--- config.mk ---
export PLATFORM = sky130hd
export DESIGN_NAME = noc_output_arbiter_flat
export DESIGN_NICKNAME = d
export VERILOG_FILES = /design/src/rtl/noc_output_arbiter_if.sv /design/src/rtl/noc_output_arbiter.sv /design/src/flat_wrapper.sv
export SDC_FILE = /design/constraint.sdc
export NUM_CORES = 1
export LEC_CHECK = 0
export CORE_MARGIN = 2
export CORE_UTILIZATION = 30
export DETAILED_ROUTE_END_ITERATION = 8
export PLACE_DENSITY = 0.76
export SYNTH_ARGS = -nofsm -noshare
export SYNTH_HDL_FRONTEND = slang
export SYNTH_SLANG_ARGS = --single-unit
--- constraint.sdc ---
create_clock -name clk -period 13.4 [get_ports clk]
set_clock_uncertainty 0.1 [all_clocks]
set_input_delay 2.68 -clock clk [delete_from_list [all_inputs] [get_ports clk]]
set_output_delay 2.68 -clock clk [all_outputs]
set_load 0.02 [all_outputs]
--- src/rtl/noc_output_arbiter_if.sv ---
// Handshake bundle between the competing input ports, the arbiter and the downstream output port.
// master = traffic side (sources and downstream sink), slave = arbiter side.
interface noc_output_arbiter_if #(
  parameter int NUM_INPUTS = 5,
  parameter int FLIT_WIDTH = 34
);
  logic [NUM_INPUTS-1:0]                 in_valid;
  logic [NUM_INPUTS-1:0][FLIT_WIDTH-1:0] in_flit;
  logic [NUM_INPUTS-1:0]                 in_ready;
  logic                                  out_valid;
  logic [FLIT_WIDTH-1:0]                 out_flit;
  logic                                  out_ready;

  modport master (
    output in_valid, in_flit, out_ready,
    input  in_ready, out_valid, out_flit
  );

  modport slave (
    input  in_valid, in_flit, out_ready,
    output in_ready, out_valid, out_flit
  );
endinterface

--- src/rtl/noc_output_arbiter.sv ---
// Round-robin, packet-locked arbiter for one router output port; flit type lives in the top 2 bits.
// Optional lock watchdog enabled by defining NOC_ARB_TIMEOUT_EN.
//
// state  | meaning
// IDLE   | no owner; HEADER requesters arbitrated, winner registered
// LOCKED | owner forwarded combinationally until its TAIL transfers (or watchdog fires)
module noc_output_arbiter #(
  parameter int NUM_INPUTS     = 5,
  parameter int TIMEOUT_CYCLES = 64,
  parameter int FLIT_WIDTH     = 34
) (
  input  logic                  clk,
  input  logic                  rst,
  noc_output_arbiter_if.slave   bus,
  output logic [NUM_INPUTS-1:0] grant,
  output logic                  locked,
  output logic                  timeout_err
);

  localparam int PTR_W = (NUM_INPUTS > 1) ? $clog2(NUM_INPUTS) : 1;
  localparam logic [1:0] TYPE_HEADER = 2'd0;
  localparam logic [1:0] TYPE_TAIL   = 2'd2;

  typedef enum logic {IDLE, LOCKED} state_t;

  state_t               state_q, state_d;
  logic [PTR_W-1:0]     rr_ptr_q, rr_ptr_d;
  logic [PTR_W-1:0]     owner_q, owner_d;
  logic [PTR_W-1:0]     winner, scan_idx;
  logic [NUM_INPUTS-1:0] cand;
  logic                 found;
  logic [1:0]           owner_type;
  logic                 out_xfer;
  logic                 wd_expire;

  always_comb begin
    cand = '0;
    for (int i = 0; i < NUM_INPUTS; i++) begin
      cand[i] = bus.in_valid[i] && (bus.in_flit[i][FLIT_WIDTH-1 -: 2] == TYPE_HEADER);
    end
  end

  // Scan upward starting one past the last owner so every requester gets a turn.
  always_comb begin
    found    = 1'b0;
    winner   = '0;
    scan_idx = '0;
    for (int k = 1; k <= NUM_INPUTS; k++) begin
      scan_idx = PTR_W'((int'(rr_ptr_q) + k) % NUM_INPUTS);
      if (!found && cand[scan_idx]) begin
        found  = 1'b1;
        winner = scan_idx;
      end
    end
  end

  always_ff @(posedge clk) begin
    if (rst) begin
      state_q  <= IDLE;
      rr_ptr_q <= PTR_W'(NUM_INPUTS - 1);
      owner_q  <= '0;
    end else begin
      state_q  <= state_d;
      rr_ptr_q <= rr_ptr_d;
      owner_q  <= owner_d;
    end
  end

  always_comb begin
    state_d       = state_q;
    rr_ptr_d      = rr_ptr_q;
    owner_d       = owner_q;
    bus.in_ready  = '0;
    bus.out_valid = 1'b0;
    bus.out_flit  = '0;
    grant         = '0;
    locked        = 1'b0;
    out_xfer      = 1'b0;
    owner_type    = bus.in_flit[owner_q][FLIT_WIDTH-1 -: 2];
    case (state_q)
      IDLE: begin
        if (found) begin
          owner_d = winner;
          state_d = LOCKED;
        end
      end
      LOCKED: begin
        bus.out_valid         = bus.in_valid[owner_q];
        bus.out_flit          = bus.in_flit[owner_q];
        bus.in_ready[owner_q] = bus.out_ready;
        grant[owner_q]        = 1'b1;
        locked                = 1'b1;
        out_xfer              = bus.in_valid[owner_q] && bus.out_ready;
        if ((out_xfer && owner_type == TYPE_TAIL) || wd_expire) begin
          state_d  = IDLE;
          rr_ptr_d = owner_q;
        end
      end
      default: state_d = IDLE;
    endcase
  end

`ifdef NOC_ARB_TIMEOUT_EN
  localparam int WD_W = $clog2(TIMEOUT_CYCLES + 1);

  logic [WD_W-1:0] wd_cnt_q;
  logic            timeout_err_q;

  // Counts stalled LOCKED cycles; held at zero outside LOCKED so entry starts fresh.
  assign wd_expire = (state_q == LOCKED) && (wd_cnt_q == WD_W'(TIMEOUT_CYCLES));

  always_ff @(posedge clk) begin
    if (rst) begin
      wd_cnt_q      <= '0;
      timeout_err_q <= 1'b0;
    end else begin
      timeout_err_q <= wd_expire;
      if (state_q != LOCKED || out_xfer) begin
        wd_cnt_q <= '0;
      end else if (!wd_expire) begin
        wd_cnt_q <= wd_cnt_q + 1'b1;
      end
    end
  end

  assign timeout_err = timeout_err_q;
`else
  assign wd_expire   = 1'b0;
  assign timeout_err = 1'b0;
`endif

endmodule

--- src/flat_wrapper.sv ---
// flat-port wrapper written by rule: the top's interface ports become plain ports
module noc_output_arbiter_flat 
#(
  parameter int NUM_INPUTS     = 5,
  parameter int TIMEOUT_CYCLES = 64,
  parameter int FLIT_WIDTH     = 34
)
  (clk, rst, grant, locked, timeout_err, bus_in_valid, bus_in_flit, bus_out_ready, bus_in_ready, bus_out_valid, bus_out_flit);
  noc_output_arbiter_if #(.NUM_INPUTS(NUM_INPUTS), .FLIT_WIDTH(FLIT_WIDTH)) bus_i ();
  input  logic clk;
  input  logic rst;
  output logic [NUM_INPUTS-1:0] grant;
  output logic locked;
  output logic timeout_err;
  input wire logic [$bits(bus_i.in_valid)-1:0] bus_in_valid;
  input wire logic [$bits(bus_i.in_flit)-1:0] bus_in_flit;
  input wire logic [$bits(bus_i.out_ready)-1:0] bus_out_ready;
  output wire logic [$bits(bus_i.in_ready)-1:0] bus_in_ready;
  output wire logic [$bits(bus_i.out_valid)-1:0] bus_out_valid;
  output wire logic [$bits(bus_i.out_flit)-1:0] bus_out_flit;
  assign bus_i.in_valid = bus_in_valid;
  assign bus_i.in_flit = bus_in_flit;
  assign bus_i.out_ready = bus_out_ready;
  assign bus_in_ready = bus_i.in_ready;
  assign bus_out_valid = bus_i.out_valid;
  assign bus_out_flit = bus_i.out_flit;
  noc_output_arbiter #(.NUM_INPUTS(NUM_INPUTS), .TIMEOUT_CYCLES(TIMEOUT_CYCLES), .FLIT_WIDTH(FLIT_WIDTH)) u_core (.clk(clk), .rst(rst), .bus(bus_i), .grant(grant), .locked(locked), .timeout_err(timeout_err));
endmodule
**Word level (Yosys, flattened, before mapping)**

Index checks and enable logic that the tools add are counted.

- Equal/unequal tests: 1
- Div/mod/pow operators: 5
- Add/sub/neg operators: 5
- Reduce and logical (&&, ||, !) cells: 23
- Order comparisons: 7
- Muxes and demuxes: 34
- Bitwise operators: 2

Operators by type and width:

| kind | number |
|---|---|
| 32-bit by 4-bit remainder unit with 32-bit output, second input constant | 5 |
| 34-bit binary-select mux with 3-bit select | 1 |
| 34-bit 2-to-1 mux | 2 |
| 3-bit by 4-bit < comparator with 1-bit output, second input constant | 6 |
| 1-bit binary-select mux with 3-bit select | 6 |
| 1-bit 2-to-1 mux | 16 |
| 3-bit 2-to-1 mux | 5 |
| 1-bit logical AND | 12 |
| 2-bit logical NOT | 5 |
| 5-bit 2-to-1 mux | 2 |
| 3-bit by 2-bit adder with 4-bit output, second input constant | 2 |
| 3-bit by 3-bit adder with 4-bit output, second input constant | 2 |
| 5-bit bitwise AND | 1 |
| 3-bit by 1-bit adder with 4-bit output, second input constant | 1 |
| 1-bit logical NOT | 4 |
| 2-bit AND reduction | 2 |
| 1-bit demux with 3-bit select | 1 |
| 3-bit by 1-bit >= comparator with 1-bit output, second input constant | 1 |
| 2-bit == test, second input constant | 1 |
| 1-bit one-hot mux with 2 select lines | 1 |
| 1-bit NOT | 1 |

- Bits in registers: 7
- Output and inout port bits: 47
- Logic and storage cells: 80
- Input bits: 178

**Longest topological paths before layout**

Gate-level depths: netlist (run 1).

- Depth after elaboration: 19
- Mapped depth: 20
- Mapped depth without buffers: 17

**Worst setup path before layout (run 1)**

OpenSTA, ideal clock, no wires.

- Path type: input to output
- Start point: input port bus_in_flit[44]
- End point: output port bus_out_flit[10]
- Data required time: 10,620 ps
- Arrival: 3,436 ps
- Setup slack: 7,184 ps
- Buffers on the path: 0
- Cell stages on the path: 3
- Path through: mux4_2 -> nand2b_1 -> a21boi_0

- Word-level cells in the longest chain between the ends: 3

Ends and longest elaborated chain:

| what | line | source |
|---|---|---|
| start: declaration | flat_wrapper.sv:16 | `input wire logic [$bits(bus_i.in_flit)-1:0] bus_in_flit;` |
| 34-bit binary-select mux with 3-bit select | noc_output_arbiter.sv:89 | `bus.out_flit = bus.in_flit[owner_q];` |
| 34-bit 2-to-1 mux (implied by the code) | noc_output_arbiter.sv:89 |  |
| 34-bit 2-to-1 mux | noc_output_arbiter.sv:80 | `case (state_q)` |
| end: declaration | flat_wrapper.sv:20 | `output wire logic [$bits(bus_i.out_flit)-1:0] bus_out_flit;` |

Every way passes these cells. The select of a mux whose other input is x is not followed.

**Worst setup path in the final report (run 1)**

- Start point: input port bus_in_flit[107]
- End point: output port bus_out_flit[5]

The elaborated chain is that of the path after synthesis.

==> results of run 1 <==
[worst max-delay path by stage]
stage / end / slack [ps] / depth (start not counted) / from
2_1_floorplan: bus_out_flit[10] / 7180 / 3 / bus_in_flit[44]
3_3_place_gp: bus_out_flit[5] / 6210 / 5 / bus_in_flit[107]
3_5_place_dp: bus_out_flit[5] / 6150 / 5 / bus_in_flit[107]
4_1_cts: bus_out_flit[5] / 6130 / 5 / bus_in_flit[107]
5_1_grt: bus_out_flit[33] / 6110 / 7 / bus_in_flit[33]
6_report: bus_out_flit[5] / 6190 / 5 / bus_in_flit[107]
[registers in the layout (all words and copies together) (netlist names)]
signal           count
u_core.rr_ptr_q      3
u_core.owner_q       3
u_core.state_q       1
[cells in the final DEF (no fill, tap or decap), types with 3 or more instances in the layout]
master,Yosys,final
a21boi_0,14,14
nand2_1,28,28
nor3b_1,5,5
nand2b_1,16,16
dfxtp_1,7,4
nand3_1,30,30
a31oi_1,3,3
inv_1,16,16
mux2i_1,14,14
o22ai_1,22,22
clkdlybuf4s50_1,0,223
mux4_2,12,12
and3_1,5,5
o32a_1,3,3
a22oi_1,42,42
dfxtp_2,0,3
a311oi_1,3,3
clkbuf_16,0,3
nor2_1,30,29
ha_1,26,26
o211ai_1,6,6
nand4_1,7,7
nor3_1,7,7
buf_4,1,8
mux2_2,23,23
a21oi_1,21,21
nor2b_1,10,10
o21ai_0,13,13
o21a_1,3,3
a211oi_1,4,4
xnor2_1,7,7
and2_1,25,25
[power by group]
| part | switching, mW | internal [mW] |
|---|---|---|
| logic | 0.0988 | 0.123 |
| clock network | 0.0110 | 0.0396 |
| registers | 0.00687 | 0.0225 |
| total | 0.117 | 0.185 |
[cells by family (layout without fill, tap and decap cells)]
logic type / count (synthesis) / count (layout) / synth area share
AO/OA/AOI/OAI: 167 / 167 / 0.319
XOR/XNOR: 11 / 11 / 0.0321
adder cells (fa/ha/maj): 27 / 27 / 0.0903
buffers and inverters: 64 / 253 / 0.0719
flip-flops: 7 / 7 / 0.0366
multiplexers: 49 / 49 / 0.175
other: 1 / 1 / 0.000980
AND/OR/NAND/NOR: 189 / 189 / 0.274
[worst reg2reg max path, cell delays in order (launching register included)]
cell and delay (ps):
dfxtp_1 300, buf_4 310, inv_1 410, ha_1 700, ha_1 380, nor2_1 170
a21boi_1 110, xnor2_1 340, inv_1 150, ha_1 250, or2b_1 160, a32o_1 390
and2_2 230, a21oi_1 60, or3_1 470, a41o_1 310, a311oi_1 290, a22oi_1 120
[final cells by class]
class,count,area [µm²]
inverter,18,70.1
fill,1214,6300
multi-input combinational,444,3410
clock buffer,4,78.8
sequential,7,144
timing repair buffer,231,2290
tap,172,215
[metrics by stage]
stage | instances | total power, mW
after floorplan | 515 | 0.142
after global routing | 876 | 0.320
final | 876 | 0.302
after global placement | 872 | 0.247
after CTS | 876 | 0.302
after detailed placement | 872 | 0.250
[metal layers]
| layer | share of wire | vias up | GRT usage |
|---|---|---|---|
| met5 | 0 | - | 0 |
| met1 | 0.41 | 2341 | 0.276 |
| li1 | - | 2351 | - |
| met3 | 0.082 | 28 | 0.0453 |
| met4 | 0.022 | 0 | 0.0596 |
| met2 | 0.49 | 228 | 0.383 |
==> impl_metrics.py, run 1 <==
metrics = {
    "synth": {
        "synth_area_per_cell_um2": 7.43,
        "synth_seq_cells": 7,
        "synth_area_um2": 3830,
        "synth_most_common_cell": "a22oi_1",
        "yosysWarnings": 0,
        "synthTopCellsByArea": "ha_1 8.5%, a22oi_1 8.2%, mux4_2 7.1%",
        "synth_seq_area_share": 0.0366,
        "synth_cell_types": 87,
        "syn_inst": 515,
        "synthesis.nets": 720,
        "netlist.area_leader.share": 0.0850,
        "synth_area_leader_cell": "ha_1",
        "ys_async_sr_fraction": 0,
        "synth-edff-count": 0,
        "synth_top_flop_cell": "dfxtp_1",
        "synth_common_cells": "42 x a22oi_1, 32 x clkbuf_1, 30 x nand3_1, 30 x nor2_1, 28 x nand2_1",
    },
    "clock_tree": {
        "clockBufferDepth": 2,
        "cts-root-buf": "clkbuf_16",
        "cts_made_buffers": 3,
        "cts_resized": 0,
        "cts_tree": "done",
        "clk_latency_ps": 230,
        "post-cts-setup-buffers": 0,
        "cts.sinks": 7,
        "ctsHoldBuffers": 0,
        "htree_levels": 1,
        "clkTransAtPathRegs_ps": 40,
    },
    "global_route": {
        "grt_start_max_net_pins": 64,
        "antenna_found_initial": 0,
        "grt_use_total": 0.220,
        "grt_pass1_vias": 4715,
        "grt_pass1_wl_um": 24100,
        "globalRoute.totalOverflow": 0,
    },
    "finish": {
        "n_antenna_cell": 0,
        "post-route-util": 0.496,
        "area_growth_pct": 62.4,
        "drive_above_1_share": 0.0952,
        "finalNetCount": 910,
        "final_cell_area_um2": 6210,
    },
    "setup_path": {
        "critPathTopFamily": "buffers and inverters",
        "arrival_ps": 4430,
        "reg2reg_to": "u_core.owner_q[0]$_SDFFE_PP0P_",
        "r2r_start": "u_core.rr_ptr_q[0]$_SDFFE_PP0P_",
        "cp_slowest_cell": "clkdlybuf4s50_1",
        "cpPeakStageDelay_ps": 680,
        "crit_top_cell": "clkdlybuf4s50_1",
        "crit_path_start_kind": "input port",
        "crit_path_end_kind": "output port",
        "path_max_fanout": 1,
        "rrSetupSlack_ps": 8010,
        "crit_type": "input port to output port",
        "required_ps": 10620,
        "path_cells": "clkdlybuf4s50_1 > mux4_2 > nand2b_1 > a21boi_0 > clkdlybuf4s50_1",
        "critPathBufInv": 2,
        "worstRegToRegCells": 17,
    },
    "status": {
        "status": "completed",
    },
    "die": {
        "die_h_um": 117,
        "die_area_um2": 13700,
        "coreArea_um2": 12500,
        "initial_utilization": 0.306,
        "die_x_um": 117,
        "num_rows": 41,
        "pin_count": 225,
    },
    "sta": {
        "drv_slew": 0,
        "tns_ps": 0,
        "tightest_slew_ps": 1270,
        "finalCritPeriodShare": 0.538,
        "fmax_ghz": 0.139,
        "hold_viol": 0,
        "setup_ws_ps": 6190,
        "min_period_ps": 7210,
        "setup_viol": 0,
        "rsz0062_at_grt": "false",
        "holdWs_ps": 494,
        "relSlewSlack": 0.153,
    },
    "worst_hold_path": {
        "hold_class": "register to register",
        "hold_start": "u_core.owner_q[1]$_SDFFE_PP0P_",
        "min_to": "u_core.owner_q[1]$_SDFFE_PP0P_",
        "min_path_cells": 2,
    },
    "placement": {
        "dp_slack_ps": 6150,
        "gp_congestion": 0.985,
        "port_buffers": 223,
        "placed_cell_area_um2": 6130,
        "dp_hpwl_um": 13100,
    },
    "route": {
        "routed_wirelength_um": 16800,
        "postRouteAntennaNets": 0,
        "first_pass_iters": 5,
        "via_per_inst": 5.65,
        "route.detailed.drc": 0,
        "wire_per_inst_um": 19.1,
        "route.vias.total": 4948,
        "drtIter0Drc": 413,
    },
    "pwr": {
        "p_leak_nw": 2.24,
        "cellPowerDensity_nw_per_um2": 48.6,
        "ir_drop_mv": 0.0341,
    },
    "job": {
        "drv_cap": 0,
    },
}
Note: power is estimated with default switching activity, not from simulation.
==> run 2, diff against run 1 <==
clock period = 7.4 ns   (was 13.4 ns; I/O delays follow)
==> run 2 against run 1 <==
Compared with the run above: die area unchanged; highest routed layer unchanged; final cell count did not move; critical path type is now register to register; combinational power increased by 82%; utilization about the same; count of clock-buffer cells in the layout unchanged; routed wire length up 4.4%; via count is 2.4% higher; final area about the same.
==> impl_metrics.py, run 2 (synthesized netlist as in run 1, its figures left out) <==
metrics = {
    "clock_tree": {
        "clkTransAtPathRegs_ps": 40,
        "clockBufferDepth": 2,
        "post-cts-setup-buffers": 0,
        "cts.sinks": 7,
        "cts_made_buffers": 3,
        "cts-root-buf": "clkbuf_16",
        "htree_levels": 1,
        "clk_latency_ps": 230,
        "ctsHoldBuffers": 0,
        "cts_resized": 0,
        "cts_tree": "done",
    },
    "finish": {
        "finalNetCount": 910,
        "n_antenna_cell": 0,
        "seq_area_um2": 144,
        "final_common_cell": "clkdlybuf4s50_1",
        "drive_above_1_share": 0.0952,
        "area_growth_pct": 62.3,
        "instances_no_fill": 876,
        "final_cell_mix": "223 x clkdlybuf4s50_1, 42 x a22oi_1, 30 x nand3_1",
        "multi_input_comb_area_um2": 3410,
        "post-route-util": 0.496,
        "reg_top3": "u_core.owner_q (3), u_core.rr_ptr_q (3), u_core.state_q (1)",
        "fillers": 1241,
    },
    "route": {
        "first_pass_iters": 5,
        "wire_per_inst_um": 20.0,
        "drtIter0Drc": 527,
        "postRouteAntennaNets": 0,
        "routed_wirelength_um": 17500,
        "route.vias.total": 5069,
        "via_per_inst": 5.79,
        "route.detailed.drc": 0,
    },
    "global_route": {
        "grt_pass1_vias": 4921,
        "antenna_found_initial": 0,
        "grt_start_max_net_pins": 57,
        "grt_use_total": 0.232,
        "grt_pass1_wl_um": 25400,
        "globalRoute.totalOverflow": 0,
    },
    "pwr": {
        "cellPowerDensity_nw_per_um2": 89.0,
        "ir_drop_mv": 0.0627,
        "p_leak_nw": 2.24,
    },
    "worst_hold_path": {
        "min_to": "u_core.state_q$_SDFF_PP0_",
        "hold_start": "u_core.state_q$_SDFF_PP0_",
        "min_path_cells": 1,
        "hold_class": "register to register",
    },
    "placement": {
        "dp_slack_ps": 2180,
        "port_buffers": 223,
        "place_inst": 871,
        "gp_congestion": 0.966,
        "dp_hpwl_um": 13700,
    },
    "die": {
        "pin_count": 225,
        "die_x_um": 117,
        "die_h_um": 117,
        "coreArea_um2": 12500,
        "die_area_um2": 13700,
        "initial_utilization": 0.306,
        "num_rows": 41,
    },
    "setup_path": {
        "required_ps": 7400,
        "crit_path_end_kind": "register",
        "arrival_ps": 5380,
        "path_max_fanout": 31,
        "reg2reg_to": "u_core.owner_q[0]$_SDFFE_PP0P_",
        "worstRegToRegCells": 17,
        "r2r_start": "u_core.rr_ptr_q[0]$_SDFFE_PP0P_",
        "crit_type": "register to register",
        "crit_path_start_kind": "register",
        "rrSetupSlack_ps": 2020,
    },
    "sta": {
        "setup_ws_ps": 2020,
        "min_period_ps": 5380,
        "drv_slew": 0,
        "hold_viol": 0,
        "tns_ps": 0,
        "fmax_ghz": 0.186,
        "tightest_slew_ps": 1380,
        "setup_viol": 0,
        "relSlewSlack": 0.0767,
        "finalCritPeriodShare": 0.727,
        "rsz0062_at_grt": "false",
    },
    "job": {
        "drv_cap": 0,
    },
    "status": {
        "status": "completed",
    },
}
run 2: changes by cell type in the layout (fill, tap and decap cells not counted):
cell | previous run | this run
buf_2 | 0 | 1
buf_4 | 8 | 7
run 2: worst max path at each step:
stage	startpoint	end	depth (start not counted)
global route	u_core.rr_ptr_q[0]$_SDFFE_PP0P_	u_core.owner_q[0]$_SDFFE_PP0P_	17
floorplan	u_core.rr_ptr_q[0]$_SDFFE_PP0P_	u_core.owner_q[0]$_SDFFE_PP0P_	20
finish	u_core.rr_ptr_q[0]$_SDFFE_PP0P_	u_core.owner_q[0]$_SDFFE_PP0P_	17
global placement	u_core.rr_ptr_q[0]$_SDFFE_PP0P_	u_core.owner_q[0]$_SDFFE_PP0P_	17
CTS	u_core.rr_ptr_q[0]$_SDFFE_PP0P_	u_core.owner_q[0]$_SDFFE_PP0P_	17
detailed placement	u_core.rr_ptr_q[0]$_SDFFE_PP0P_	u_core.owner_q[0]$_SDFFE_PP0P_	17
run 2: metal layers:
metal,vias to the layer above,GRT usage,part of all wire
li1,2355,-,-
met1,2368,0.281,0.39
met2,291,0.401,0.48
met3,55,0.0510,0.098
met4,0,0.0871,0.037
met5,-,0,0
run 2: report_power, final:
part           internal, mW  switching, mW
clock                0.0719         0.0226
sequential           0.0407         0.0139
combinational         0.224          0.180
total                 0.336          0.216
run 2: area by class of cell:
cell class                 instances  area share
inverter                          18      0.0113
multi-input combinational        444       0.550
clock buffer                       4      0.0127
sequential                         7      0.0232
tap                              172      0.0346
timing repair buffer             231       0.369
run 2: critical path: stages, from the launching register on:
cell and delay [ps]:
dfxtp_1 300, buf_4 300, inv_1 410, ha_1 690, ha_1 360, nor2_1 180, a21boi_1 110, xnor2_1 370
inv_1 150, ha_1 250, or2b_1 150, a32o_1 380, and2_2 220, a21oi_1 60, or3_1 470, a41o_1 320
a311oi_1 310, a22oi_1 100
run 2: through the flow:
| step | hold WS, ps | power (mW) | instance area [µm²] |
|---|---|---|---|
| final | 507 | 0.553 | 6210 |
| after floorplan | 500 | 0.257 | 3830 |
| after global placement | 491 | 0.446 | 6130 |
| after detailed placement | 499 | 0.455 | 6130 |
| after global routing | 544 | 0.584 | 6210 |
| after CTS | 508 | 0.552 | 6210 |
==> RTL edit 1 (settings of run 2) <==
`NUM_INPUTS` is set to 5 in 3 places; all go to 4.
--- a/src/rtl/noc_output_arbiter_if.sv
+++ b/src/rtl/noc_output_arbiter_if.sv
@@ -1,7 +1,7 @@
 // Handshake bundle between the competing input ports, the arbiter and the downstream output port.
 // master = traffic side (sources and downstream sink), slave = arbiter side.
 interface noc_output_arbiter_if #(
-  parameter int NUM_INPUTS = 5,
+  parameter int NUM_INPUTS = 4,
   parameter int FLIT_WIDTH = 34
 );
   logic [NUM_INPUTS-1:0]                 in_valid;
--- a/src/rtl/noc_output_arbiter.sv
+++ b/src/rtl/noc_output_arbiter.sv
@@ -5,7 +5,7 @@
 // IDLE   | no owner; HEADER requesters arbitrated, winner registered
 // LOCKED | owner forwarded combinationally until its TAIL transfers (or watchdog fires)
 module noc_output_arbiter #(
-  parameter int NUM_INPUTS     = 5,
+  parameter int NUM_INPUTS     = 4,
   parameter int TIMEOUT_CYCLES = 64,
   parameter int FLIT_WIDTH     = 34
 ) (
--- a/src/flat_wrapper.sv
+++ b/src/flat_wrapper.sv
@@ -1,7 +1,7 @@
 // flat-port wrapper written by rule: the top's interface ports become plain ports
 module noc_output_arbiter_flat 
 #(
-  parameter int NUM_INPUTS     = 5,
+  parameter int NUM_INPUTS     = 4,
   parameter int TIMEOUT_CYCLES = 64,
   parameter int FLIT_WIDTH     = 34
 )
Ports: changed (resized bus_in_flit, bus_in_ready, bus_in_valid and grant); port bits go from 225 to 188. No check against the original RTL was run, so the function may have changed too.
==> RTL edit 1 against run 2 <==
Utilization increased by 22 points. Cell area decreased by 45%. Wire length decreased by 61%. Via count decreased by 62%. Sequential cell count decreased by 2. Non-clock buffer count decreased by 43. Total power decreased by 39%. Synthesized area decreased by 61%. Setup slack improved by 0.66 ns. Synthesized cell count decreased by 72%. Final cell count decreased by 56%. Critical path depth decreased by 13. Critical endpoint is now bus_out_flit[33]. Largest cell class is now non-clock buffers. Highest routed layer unchanged.
==> RTL edit 1: results (changes against run 2) <==
Run status
The flow ran to the end, and the final reports show no timing, DRC or antenna violations.

Cells and area
The fraction of final layout cells with drive strength greater than 1 is 15.2% (+5.7 points). The final net count is 460 (-49%). The number of inserted filler cells in the final layout came to 379 (-69%). The multi-input gate area in the final layout is 0.00131 mm^2 (-62%). The largest registers in the layout are u_core.owner_q: 2 flops, u_core.rr_ptr_q: 2 flops, u_core.state_q: 1 flops.

Synthesis
The post-synthesis sequential area ratio came to 6.63% (+3.0 points). The instance count of the mapped netlist is 142 (-72%). The commonest cells after synthesis are sky130_fd_sc_hd__and2_1, sky130_fd_sc_hd__mux4_2, sky130_fd_sc_hd__clkbuf_1. The net count of the mapped netlist came to 285 (-60%). The count of different cell masters after synthesis is 33 (-62%).

The total number of yosys warnings is 0 (unchanged). Sorting the synthesized cells by area gives the leading types as sky130_fd_sc_hd__mux4_2, sky130_fd_sc_hd__and2_1, sky130_fd_sc_hd__dfxtp_1, sky130_fd_sc_hd__clkbuf_1, sky130_fd_sc_hd__buf_2.

Place
The worst slack at placement came to 2.69 ns (+0.505 ns). The number of placed cells counting well taps is 379 (-56%). The final HPWL from detailed placement was 5790 um (-58%).

The number of buffer cells added on primary ports was 186 (-17%). The area after detailed placement is 0.00338 mm^2 (-45%). The placer's final routability congestion estimate is 0.806 (-17%).

Route
The initial detailed-routing violation count is 57 (-89%). The number of vias per cell after detailed routing is 5.06 (-13%). The detailed-routing iteration count for the pre-antenna-repair pass was 4 (-1). The routed via count is 1938 (-62%). The sum of routed wire length over all layers is 6880 um (-61%).

Min path
The worst hold path cell count came to 2 (+1).

GRT
The pin count of the biggest net entering global routing is 44 (-23%). The via count of the first global-routing pass is 1977 (-60%). The met3 global-route usage is 6.29% (+1.2 points). The number of antenna violations at the first check in global routing is 0 (unchanged). The global-route track usage on met2 is 43.0% (+2.9 points). The wire length of the first global-routing pass came to 9660 um (-62%). The combined global-route utilization of all metal layers is 23.0% (-0.12 points). The global routing usage on met1 is 25.5% (-2.6 points).

Clocking
The buffers inserted during post-CTS setup optimization is 0 (unchanged). The tree is rooted in a sky130_fd_sc_hd__clkbuf_8. The post-CTS resize count was 0 (unchanged). The maximum buffer depth of the clock tree is 2 (unchanged).

STA
The remaining max-slew budget at the tightest pin was 30.9% (+23 points).

Critical path
The slowest stage of the critical path belongs to the cell sky130_fd_sc_hd__clkdlybuf4s50_1. The worst reg2reg path depth came to 5 (-12). The data arrival time of the critical path was 3.14 ns (-2.24 ns).

The highest cell delay on the worst timing path is 0.54 ns (-0.15 ns). The maximum fanout along the worst path was 3 (-90%).

Pwr
The leakage power came to 1.18 nW (-47%). The power dissipated by switching net loads is 0.109 mW (-50%). The peak supply drop is 0.0612 mV (-2.4%).
## RTL edit 1: cell count changes in the layout (fill, tap and decap cells not counted), moves of 23 or more
cell / delta
sky130_fd_sc_hd__a22oi_1: -42
sky130_fd_sc_hd__clkdlybuf4s50_1: -37
sky130_fd_sc_hd__nand3_1: -29
sky130_fd_sc_hd__ha_1: -26
sky130_fd_sc_hd__nand2_1: -24
sky130_fd_sc_hd__mux4_2: +23
## RTL edit 1: layout make-up
cell class / count / area share [%]
timing repair buffer: 188 / 54.7
sequential: 5 / 2.99
multi-input combinational: 117 / 38.3
clock buffer: 4 / 1.31
tap: 67 / 2.45
inverter: 2 / 0.219
## RTL edit 1: path summary, 6_finish.rpt
kind	slack [ns]	to	start
worst min register to register	0.51	u_core.rr_ptr_q[0]	u_core.rr_ptr_q[0]
worst max register to register	4.88	u_core.rr_ptr_q[1]	u_core.owner_q[0]
worst max-delay path	2.68	bus_out_flit[33]	bus_in_flit[135]
worst min-delay path	0.51	u_core.rr_ptr_q[0]	u_core.rr_ptr_q[0]
## RTL edit 1: routing by layer
metal,wire length [um],up-vias
li1,-,904
met1,2380,900
met2,3610,124
met3,772,10
met4,114,0
met5,0,-
## RTL edit 1: cells by family after synthesis
kind of cell / count (synthesis) / synth area share [%]
flops: 5 / 6.63
other cells: 1 / 0.248
mux: 38 / 54.3
buf+inv: 20 / 6.46
simple gates: 64 / 25.5
compound gates: 14 / 6.88
## RTL edit 1: power groups by stage
stage	Clock, mW	Sequential (mW)	Combinational [mW]
5_1_grt	0.0540	0.0490	0.255
6_report	0.0511	0.0470	0.240
4_1_cts	0.0515	0.0474	0.241
3_5_place_dp	0	0.0477	0.240
2_1_floorplan	0	0.0317	0.129
3_3_place_gp	0	0.0481	0.238
## RTL edit 1: critical path: cells and delay by family
kind                   cells  cell delay, ns
buffers and inverters      2            0.99
and+or+nand+nor            1            0.17
muxes                      1            0.50
==> RTL edit 2 (config.mk and constraints of run 2) <==
Made on the original files. The option `NOC_ARB_TIMEOUT_EN` is turned on by a define.
--- a/src/rtl/noc_output_arbiter.sv
+++ b/src/rtl/noc_output_arbiter.sv
@@ -4,6 +4,8 @@
 // state  | meaning
 // IDLE   | no owner; HEADER requesters arbitrated, winner registered
 // LOCKED | owner forwarded combinationally until its TAIL transfers (or watchdog fires)
+`define NOC_ARB_TIMEOUT_EN
+
 module noc_output_arbiter #(
   parameter int NUM_INPUTS     = 5,
   parameter int TIMEOUT_CYCLES = 64,
Formal check against the unedited RTL: same outputs for any inputs over 4 cycles, from zero or initial values and one cycle with rst high; that may be too few to reach the edited logic, so the function may still have changed.
==> RTL edit 2 against run 2 <==
Combinational power rose by 6.4%. Setup slack gained 0.23 ns. Wire length down 1.1%. Global-route usage hardly changed. First-iteration DRC count shrank 1.1%. Synthesized area fell by 0.46%. Total power grew 14%. Sequential cell count rose by 8. Die area fell by 0.44%. Cell area is 0.91% higher. Critical path type unchanged. Largest cell class unchanged. Highest routed layer unchanged.
==> RTL edit 2: results (changes against run 2) <==
Synthesis
The multiplexer share of the synthesized area is 14.5% (-3.0 points). The complex-gate fraction of the synthesized area is 32.9% (+1.0 points). Sorting the synthesized cells by area gives the leading types as sky130_fd_sc_hd__mux2i_1, sky130_fd_sc_hd__ha_1, sky130_fd_sc_hd__dfxtp_1, sky130_fd_sc_hd__a21oi_1, sky130_fd_sc_hd__nor2_1. The post-synthesis sequential area ratio is 7.88% (+4.2 points). Of all cell types, the one taking the most synthesized area is sky130_fd_sc_hd__mux2i_1.

The commonest cells after synthesis are sky130_fd_sc_hd__nor2_1, sky130_fd_sc_hd__a21oi_1, sky130_fd_sc_hd__nand2_1. The adder and majority cell fraction of the synthesized area is 8.54% (-0.48 points). The count of different cell masters after synthesis is 72 (-17%). The xor/xnor cell area share of the yosys netlist is 3.94% (+0.74 points).

Cells and area
The fraction of final layout cells with drive strength greater than 1 is 4.55% (-5.0 points). The number of inserted filler cells in the final layout is 1276 (+2.8%).

Critical path
The setup slack of the most critical reg-to-reg path came to 2.25 ns (+0.23 ns). The maximum fanout along the worst path is 17 (-45%). The worst register-to-register path begins at u_core.rr_ptr_q[2].

The highest cell delay on the worst timing path came to 0.82 ns (+0.13 ns). The worst reg2reg path depth is 15 (-2). The critical-path cell with the highest stage delay is sky130_fd_sc_hd__dfxtp_1. On the critical path the largest part of the delay comes from compound AO/OA/AOI/OAI gates. The endpoint identified for the worst register-to-register timing path is u_core.owner_q[2].

Pwr
The power after layout came to 0.631 mW (+14%). The peak supply drop is 0.0503 mV (-20%). The leakage power is 2.21 nW (-1.7%).

GRT
The met3 global-route usage is 4.36% (-0.74 points). The via count of the first global-routing pass is 4659 (-5.3%). The global routing usage on met1 came to 30.0% (+1.9 points). The global-route track usage on met2 is 39.5% (-0.62 points). The wire length of the first global-routing pass is 25000 um (-1.6%).

Place
The final HPWL from detailed placement is 13700 um (+0.64%). The worst slack at placement is 2.34 ns (+0.164 ns). The placer's final routability congestion estimate is 0.947 (-2.0%).

Clocking
The insertion delay to the later sink of the worst-skew pair is 0.25 ns (+0.02 ns).

Route
The initial detailed-routing violation count came to 521 (-1.1%). The sum of routed wire length over all layers is 17300 um (-1.1%). The detailed-routing iteration count for the pre-antenna-repair pass is 8 (+3).

Run status
The flow ran to the end, and the final reports show no timing, DRC or antenna violations.
[RTL edit 2: final cells by class]
class	count	area share (%)
Clock buffer	3	1.20
Clock inverter	1	0.0799
Inverter	21	1.30
Multi-Input combinational cell	474	52.3
Sequential cell	15	4.81
Tap cell	172	3.43
Timing Repair Buffer	233	36.9
[RTL edit 2: worst min path at each step]
stage | from | end | slack, ns | cells after the start
after global placement | u_core.wd_cnt_q[6] | u_core.wd_cnt_q[6] | 0.40 | 2
after detailed placement | u_core.wd_cnt_q[6] | u_core.wd_cnt_q[6] | 0.43 | 2
after CTS | u_core.wd_cnt_q[6] | u_core.wd_cnt_q[6] | 0.44 | 2
after global routing | u_core.wd_cnt_q[6] | u_core.wd_cnt_q[6] | 0.47 | 2
after floorplan | u_core.wd_cnt_q[6] | u_core.wd_cnt_q[6] | 0.38 | 2
final | u_core.wd_cnt_q[6] | u_core.wd_cnt_q[6] | 0.43 | 2
[RTL edit 2: metrics by stage]
stage	utilization [%]	cells	instance area, um^2
finish	50.1	919	6270
global route	50.1	919	6270
CTS	50.1	919	6270
detailed placement	49.4	915	6190
global placement	49.4	915	6190
floorplan	-	549	3810
[RTL edit 2: layer usage]
layer | vias to the layer above | share of wire, % | wire (um)
met5 | - | 0 | 0
met2 | 257 | 47 | 8190
met4 | 0 | 2.4 | 410
met1 | 2383 | 40 | 6970
met3 | 32 | 10 | 1720
li1 | 2486 | - | -
[RTL edit 2: where the power goes]
group / leakage (nW) / total [mW] / switching (mW) / internal [mW]
registers: 0.122 / 0.0910 / 0.00668 / 0.0843
logic: 2.04 / 0.430 / 0.213 / 0.217
clock network: 0.0409 / 0.109 / 0.0371 / 0.0723
